File: config.mk
export PLATFORM = sky130hd
export DESIGN_NAME = scan_sequencer_flat
export DESIGN_NICKNAME = d
export VERILOG_FILES = /design/src/rtl/scan_sequencer_if.sv /design/src/rtl/scan_sequencer.sv /design/src/flat_wrapper.sv
export SDC_FILE = /design/constraint.sdc
export NUM_CORES = 1
export LEC_CHECK = 0
export CAP_MARGIN = 5
export CORE_MARGIN = 2
export CORE_UTILIZATION = 25
export CTS_CLUSTER_SIZE = 16
export DETAILED_ROUTE_END_ITERATION = 16
export SLEW_MARGIN = 10
export SYNTH_ARGS = -nofsm -noshare
export SYNTH_HDL_FRONTEND = slang
export SYNTH_SLANG_ARGS = --single-unit
File: constraint.sdc
create_clock -name clk -period 4.3 [get_ports clk]
set_input_delay 0.645 -clock clk [delete_from_list [all_inputs] [get_ports clk]]
set_output_delay 0.645 -clock clk [all_outputs]
set_load 0.005 [all_outputs]
File: src/rtl/scan_sequencer_if.sv
// Scan sequencer control/status bundle: the controller drives the request side (master),
// the sequencer returns registered decoder select and status (slave).
interface scan_sequencer_if #(
    parameter int DWELL_W = 8
);
    logic               start;
    logic               stop;
    logic               loop;
    logic [7:0]         mask;
    logic [DWELL_W-1:0] dwell;
    logic [2:0]         sel;
    logic               sel_en_n;
    logic               busy;
    logic               cycle_done;

    modport master (
        output start, stop, loop, mask, dwell,
        input  sel, sel_en_n, busy, cycle_done
    );

    modport slave (
        input  start, stop, loop, mask, dwell,
        output sel, sel_en_n, busy, cycle_done
    );
endinterface

File: src/rtl/scan_sequencer.sv
// Walks a 3-to-8 decoder across the enabled channels, dwell+1 cycles each with a 1-cycle
// break-before-make gap; all outputs registered, one cycle after the deciding edge.
module scan_sequencer #(
    parameter int DWELL_W = 8
) (
    input  logic              clk,
    input  logic              rst_n,
    scan_sequencer_if.slave   bus
);
    typedef enum logic [1:0] {IDLE, SCAN, GAP} state_t;

    state_t             state_q, state_d;
    logic [2:0]         sel_q, sel_d;
    logic [DWELL_W-1:0] cnt_q, cnt_d;
    logic               loop_q, loop_d;
    logic               en_n_q, en_n_d;
    logic               busy_q, busy_d;
    logic               done_q, done_d;

    logic               start_ok;
    logic [2:0]         first_ch;
    logic [2:0]         next_ch;
    logic               wrap;

    assign start_ok = bus.start && !bus.stop && (bus.mask != 8'h00);

    // Lowest set bit for a fresh scan; next set bit strictly above sel (modulo 8) in GAP.
    always_comb begin
        logic [2:0] cand;
        first_ch = 3'd0;
        next_ch  = sel_q;
        cand     = 3'd0;
        for (int i = 7; i >= 0; i--) begin
            if (bus.mask[i]) first_ch = i[2:0];
        end
        for (int k = 8; k >= 1; k--) begin
            cand = sel_q + k[2:0];
            if (bus.mask[cand]) next_ch = cand;
        end
    end

    assign wrap = (next_ch <= sel_q);

    always_ff @(posedge clk) begin
        if (!rst_n) begin
            state_q <= IDLE;
            sel_q   <= 3'd0;
            cnt_q   <= '0;
            loop_q  <= 1'b0;
            en_n_q  <= 1'b1;
            busy_q  <= 1'b0;
            done_q  <= 1'b0;
        end else begin
            state_q <= state_d;
            sel_q   <= sel_d;
            cnt_q   <= cnt_d;
            loop_q  <= loop_d;
            en_n_q  <= en_n_d;
            busy_q  <= busy_d;
            done_q  <= done_d;
        end
    end

    always_comb begin
        state_d = state_q;
        case (state_q)
            IDLE: if (start_ok) state_d = SCAN;
            SCAN: if (cnt_q == '0) state_d = GAP;
            GAP: begin
                if (bus.mask == 8'h00)      state_d = IDLE;
                else if (wrap && !loop_q)   state_d = IDLE;
                else                        state_d = SCAN;
            end
            default: state_d = IDLE;
        endcase
        if (bus.stop) state_d = IDLE;
    end

    always_comb begin
        sel_d  = sel_q;
        cnt_d  = cnt_q;
        loop_d = loop_q;
        en_n_d = 1'b1;
        busy_d = 1'b0;
        done_d = 1'b0;
        case (state_q)
            IDLE: begin
                if (start_ok) begin
                    sel_d  = first_ch;
                    cnt_d  = bus.dwell;
                    loop_d = bus.loop;
                    en_n_d = 1'b0;
                    busy_d = 1'b1;
                end
            end
            SCAN: begin
                busy_d = 1'b1;
                if (cnt_q != '0) begin
                    cnt_d  = cnt_q - DWELL_W'(1);
                    en_n_d = 1'b0;
                end
            end
            GAP: begin
                if (bus.mask != 8'h00) begin
                    done_d = wrap;
                    if (!wrap || loop_q) begin
                        sel_d  = next_ch;
                        cnt_d  = bus.dwell;
                        loop_d = bus.loop;
                        en_n_d = 1'b0;
                        busy_d = 1'b1;
                    end
                end
            end
            default: ;
        endcase
        // Abort parks the decoder on the current channel with no completion pulse.
        if (bus.stop) begin
            sel_d  = sel_q;
            cnt_d  = '0;
            en_n_d = 1'b1;
            busy_d = 1'b0;
            done_d = 1'b0;
        end
    end

    assign bus.sel        = sel_q;
    assign bus.sel_en_n   = en_n_q;
    assign bus.busy       = busy_q;
    assign bus.cycle_done = done_q;
endmodule

File: src/flat_wrapper.sv
// flat-port wrapper written by rule: the top's interface ports become plain ports
module scan_sequencer_flat 
#(
    parameter int DWELL_W = 8
)
  (clk, rst_n, bus_start, bus_stop, bus_loop, bus_mask, bus_dwell, bus_sel, bus_sel_en_n, bus_busy, bus_cycle_done);
  scan_sequencer_if #(.DWELL_W(DWELL_W)) bus_i ();
  input  logic clk;
  input  logic rst_n;
  input wire logic [$bits(bus_i.start)-1:0] bus_start;
  input wire logic [$bits(bus_i.stop)-1:0] bus_stop;
  input wire logic [$bits(bus_i.loop)-1:0] bus_loop;
  input wire logic [$bits(bus_i.mask)-1:0] bus_mask;
  input wire logic [$bits(bus_i.dwell)-1:0] bus_dwell;
  output wire logic [$bits(bus_i.sel)-1:0] bus_sel;
  output wire logic [$bits(bus_i.sel_en_n)-1:0] bus_sel_en_n;
  output wire logic [$bits(bus_i.busy)-1:0] bus_busy;
  output wire logic [$bits(bus_i.cycle_done)-1:0] bus_cycle_done;
  assign bus_i.start = bus_start;
  assign bus_i.stop = bus_stop;
  assign bus_i.loop = bus_loop;
  assign bus_i.mask = bus_mask;
  assign bus_i.dwell = bus_dwell;
  assign bus_sel = bus_i.sel;
  assign bus_sel_en_n = bus_i.sel_en_n;
  assign bus_busy = bus_i.busy;
  assign bus_cycle_done = bus_i.cycle_done;
  scan_sequencer #(.DWELL_W(DWELL_W)) u_core (.clk(clk), .rst_n(rst_n), .bus(bus_i));
endmodule
==> run summary <==
Proportion of synthesized chip area in sequential cells: 16.8%. For the worst-skew pair, the clock arrives at the later sink with an insertion delay of 0.26 ns. The worst path needs 4.02 ns of the cycle, external delays included.

Once detail routing completed, the nets flagged for antenna violations numbered 0. The number of nets in the synthesized netlist is 282. The kind of critical path was input port to flop. Setup repair after global routing could not meet its margin everywhere. Highest clock rate: 0.249 GHz. The family with the most delay on the worst path is compound AO/OA/AOI/OAI gates. The number of gates resized after CTS was 0.

Measured against its own limit, the worst slew margin works out to 63.9%. The logs give 0.000173 V for the worst-case vdd ir drop and 2094 for the vias after detailed routing. Yosys printed 0 warnings. TritonCTS built the clock tree. Along the worst path, the maximum fanout reaches 11. Synthesis produced a netlist whose cell count is 254. The area share of the largest cell type after synthesis was 16.8%. The synthesized design contains 0 enable-type register cells. Before antenna repair, the detailed router went through 4 iterations. After floorplanning, the core was divided into 32 placement rows.

dfxtp_1 takes more of the synthesized area than any other cell. The H-tree depth is 1. In the routed layout, each cell is associated on average with a via count of 5.17. Counting flops and latches in the post-synthesis netlist gives 17. Synthesis instantiated 62 different standard cells from the library.

The starting density of the core came out at 25.9%. The maximum number of pins on one net before global-route repair is 25. The commonest cells after synthesis are 23 x a21oi_1, 23 x nor2_1, 21 x nand2_1. The largest buffer count on any clock path is 2.

On the worst path, the slowest cell contributes a delay of 0.57 ns. The floorplan die height was 94.0 µm; the power per standard cell area was 216 nW/µm². The buffering stage count on the worst path with inverters included works out to 2. After detailed placement, the design holds a cell count of 401. Dividing the detail-routed wire length by the instance count gives 14.0 µm. Once placement finished, the instance area stood at 2580 µm². Registers take 340 µm². The die covers 8840 µm².

The logs give 119 for the number of DRC markers after the initial detailed-route iteration and 820 for the number of fill cells. Max-cap violations in this run came to 0. Total power for the finished layout comes to 571 µW.

The worst setup path is launched from an input port. For the top-level port count, the log shows 27. Final cycle utilization of the critical path: 93.6%.

The run gives 1980 as the number of global-route vias before repair. By instance count, the cell type seen most on the critical path is a21oi_1. The slew at the pin closest to its max-slew limit came out at 0.540 ns. After routing, the total negative slack on setup checks comes to 0 ns. The worst setup path is captured at a flop.

The logs give 0 for the number of buffers added to fix hold violations after cts and 332 for the number of nets in the finished design. The count of cells along the worst register-to-register path came out at 16. For this run, the number of standard cells in the final layout without fillers is 405. The tools report the launch instance of the worst min-delay path as u_core.cnt_q[7]$_SDFFE_PP0P_.

The total area of multi-input combinational cells is 1550 µm², and the area added between synthesis and finish is 30.8%. The run gives 0 as the number of failing setup endpoints in the final timing report. The detailed-route DRC error count came out at 0. The wire length of the first global-routing pass came out at 9550 µm. The worst hold path was traced through 2 stages. The worst hold path terminates at u_core.cnt_q[7]$_SDFFE_PP0P_. Prevailing post-synth register cell: dfxtp_1. In this run the clock root is driven by a clkbuf_8. In this run the static leakage power is 1.01 nW.

Global routing finished with a remaining overflow of 0. The horizontal die dimension came out at 94.0 µm. For this run, asynchronously set or reset flops after synthesis account for 0%. The run gives 5670 µm as the aggregate routed wire length. The slowest stage of the critical path belongs to the cell mux4_1. The total setup buffers inserted after CTS is 0.

The HPWL after detailed placement is 4340 µm. The average size of a mapped cell is 7.98 µm². Yosys attributes the largest share of cell area to dfxtp_1 17%, mux4_2 7.8%, a21oi_1 5.7%, ha_1 4.3%, nor2_1 4.3%.

The number of antenna violations at the first check in global routing is 0. Setup slack on the critical path of the routed design comes to 0.277 ns. The post-route netlist has 21.1% of its cells at a drive strength greater than 1. For the arrival time at the worst endpoint, the log shows 4.21 ns. The post-route worst hold slack is 0.489 ns.

The origin of the critical flop-to-flop path was u_core.bus.sel[0]$_SDFFE_PN0P_. The post-route cell area is 2650 µm², and the hold violation count in the final report is 0. 0 antenna diodes ended up in the layout. At the end of the flow the core is filled with cells to 33.9%.

At the worst endpoint, the required time is 4.49 ns. OpenSTA, run right after detailed placement, puts the worst setup slack at -0.0570 ns. Number of slew-limit violations in the final report: 0.

The all-layer global routing usage is 13.3%. The flow ran to the end, and the final reports show no timing, DRC or antenna violations. The worst min-delay path class was flop to flop. The signal on the critical path passes through clkdlybuf4s50_1 > mux4_1 > mux2_4 > and2_0 > a41o_1 > a311o_1 > o311ai_2 > inv_1 > ha_1 > and3_1 > a21oi_1 > nor2_1 > o22ai_2 > nand2_2 > or2_2 > a21oi_1. At the end of routability-driven placement, the weighted congestion stood at 0.856.

The endpoint of the worst-slack reg-to-reg timing path is u_core.cnt_q[2]$_SDFFE_PP0P_. The clock slew seen by the registers of the worst setup and hold paths is 0.07 ns, and the register-to-register setup slack is 0.35 ns. For the cell area after synthesis, the log shows 2030 µm². The run gives 17 as the number of sinks on the clock net. Clock tree synthesis inserted a total of 3 buffers.

The post-route clock skew was 0.00525 ns; the area of the placeable core was 7810 µm². During placement, the flow inserted port buffers numbering 26.
-- cell families (layout without fill, tap and decap cells) --
| group | Yosys count | count (layout) | synth area share, % |
|---|---|---|---|
| simple gates | 91 | 91 | 22.4 |
| compound gates | 79 | 79 | 26.9 |
| buf+inv | 33 | 82 | 8.15 |
| mux | 25 | 25 | 19.8 |
| flops | 17 | 17 | 16.8 |
| fa+ha+maj | 7 | 7 | 4.32 |
| xor+xnor | 2 | 2 | 1.61 |
-- area by class of cell --
cell class | count | area share, %
Clock inverter | 1 | 0.189
Multi-Input combinational cell | 204 | 58.3
Inverter | 16 | 2.27
Timing Repair Buffer | 62 | 20.0
Clock buffer | 3 | 1.56
Sequential cell | 17 | 12.8
Tap cell | 102 | 4.82
-- routing by layer --
| metal | global-route usage [%] | routed length [µm] | vias to the layer above |
|---|---|---|---|
| li1 | - | - | 1052 |
| met1 | 18.4 | 2820 | 995 |
| met2 | 22.0 | 2600 | 42 |
| met3 | 1.52 | 212 | 5 |
| met4 | 3.26 | 48 | 0 |
| met5 | 0 | 0 | - |
-- registers in the layout, indices dropped and copies added, names as in the netlist --
signal	flops
u_core.bus.busy	1
u_core.bus.cycle_done	1
u_core.bus.sel	3
u_core.bus.sel_en_n	1
u_core.cnt_q	8
u_core.loop_q	1
u_core.state_q	2
-- cells in the final DEF, fill, tap and decap left out, types with 5 or more instances in the layout --
cell | netlist | layout
buf_4 | 2 | 36
clkdlybuf4s50_1 | 0 | 26
a21oi_1 | 23 | 23
nor2_1 | 23 | 22
nand2_1 | 21 | 20
dfxtp_1 | 17 | 17
inv_1 | 16 | 16
o21ai_0 | 12 | 12
nor2b_1 | 9 | 9
mux2i_1 | 8 | 8
mux4_2 | 7 | 7
nand3_1 | 7 | 7
ha_1 | 7 | 6
nor3_1 | 5 | 5
-- where the power goes --
| group | switching, mW | internal (mW) |
|---|---|---|
| Sequential | 0.00446 | 0.163 |
| Clock | 0.0608 | 0.0646 |
| Combinational | 0.138 | 0.141 |
| Total | 0.203 | 0.368 |
-- tightest hold or removal path, cell delays in order (launching register included) --
cell     delay, ns
dfxtp_1       0.31
o21ai_0       0.07
a21oi_1       0.06
-- worst max-delay path by stage --
stage,endpoint,depth (start not counted),start,slack [ns]
floorplan,u_core.cnt_q[3]$_SDFFE_PP0P_,19,u_core.bus.sel[0]$_SDFFE_PN0P_,0.02
global placement,u_core.cnt_q[3]$_SDFFE_PP0P_,16,bus_mask[6],0.007
detailed placement,u_core.cnt_q[3]$_SDFFE_PP0P_,16,bus_mask[6],-0.06
CTS,u_core.cnt_q[2]$_SDFFE_PP0P_,16,u_core.bus.sel[0]$_SDFFE_PN0P_,0.17
global route,u_core.cnt_q[3]$_SDFFE_PP0P_,18,bus_mask[6],0.02
finish,u_core.cnt_q[2]$_SDFFE_PP0P_,16,bus_mask[6],0.28
No activity file was read; power rests on OpenSTA's default activity.
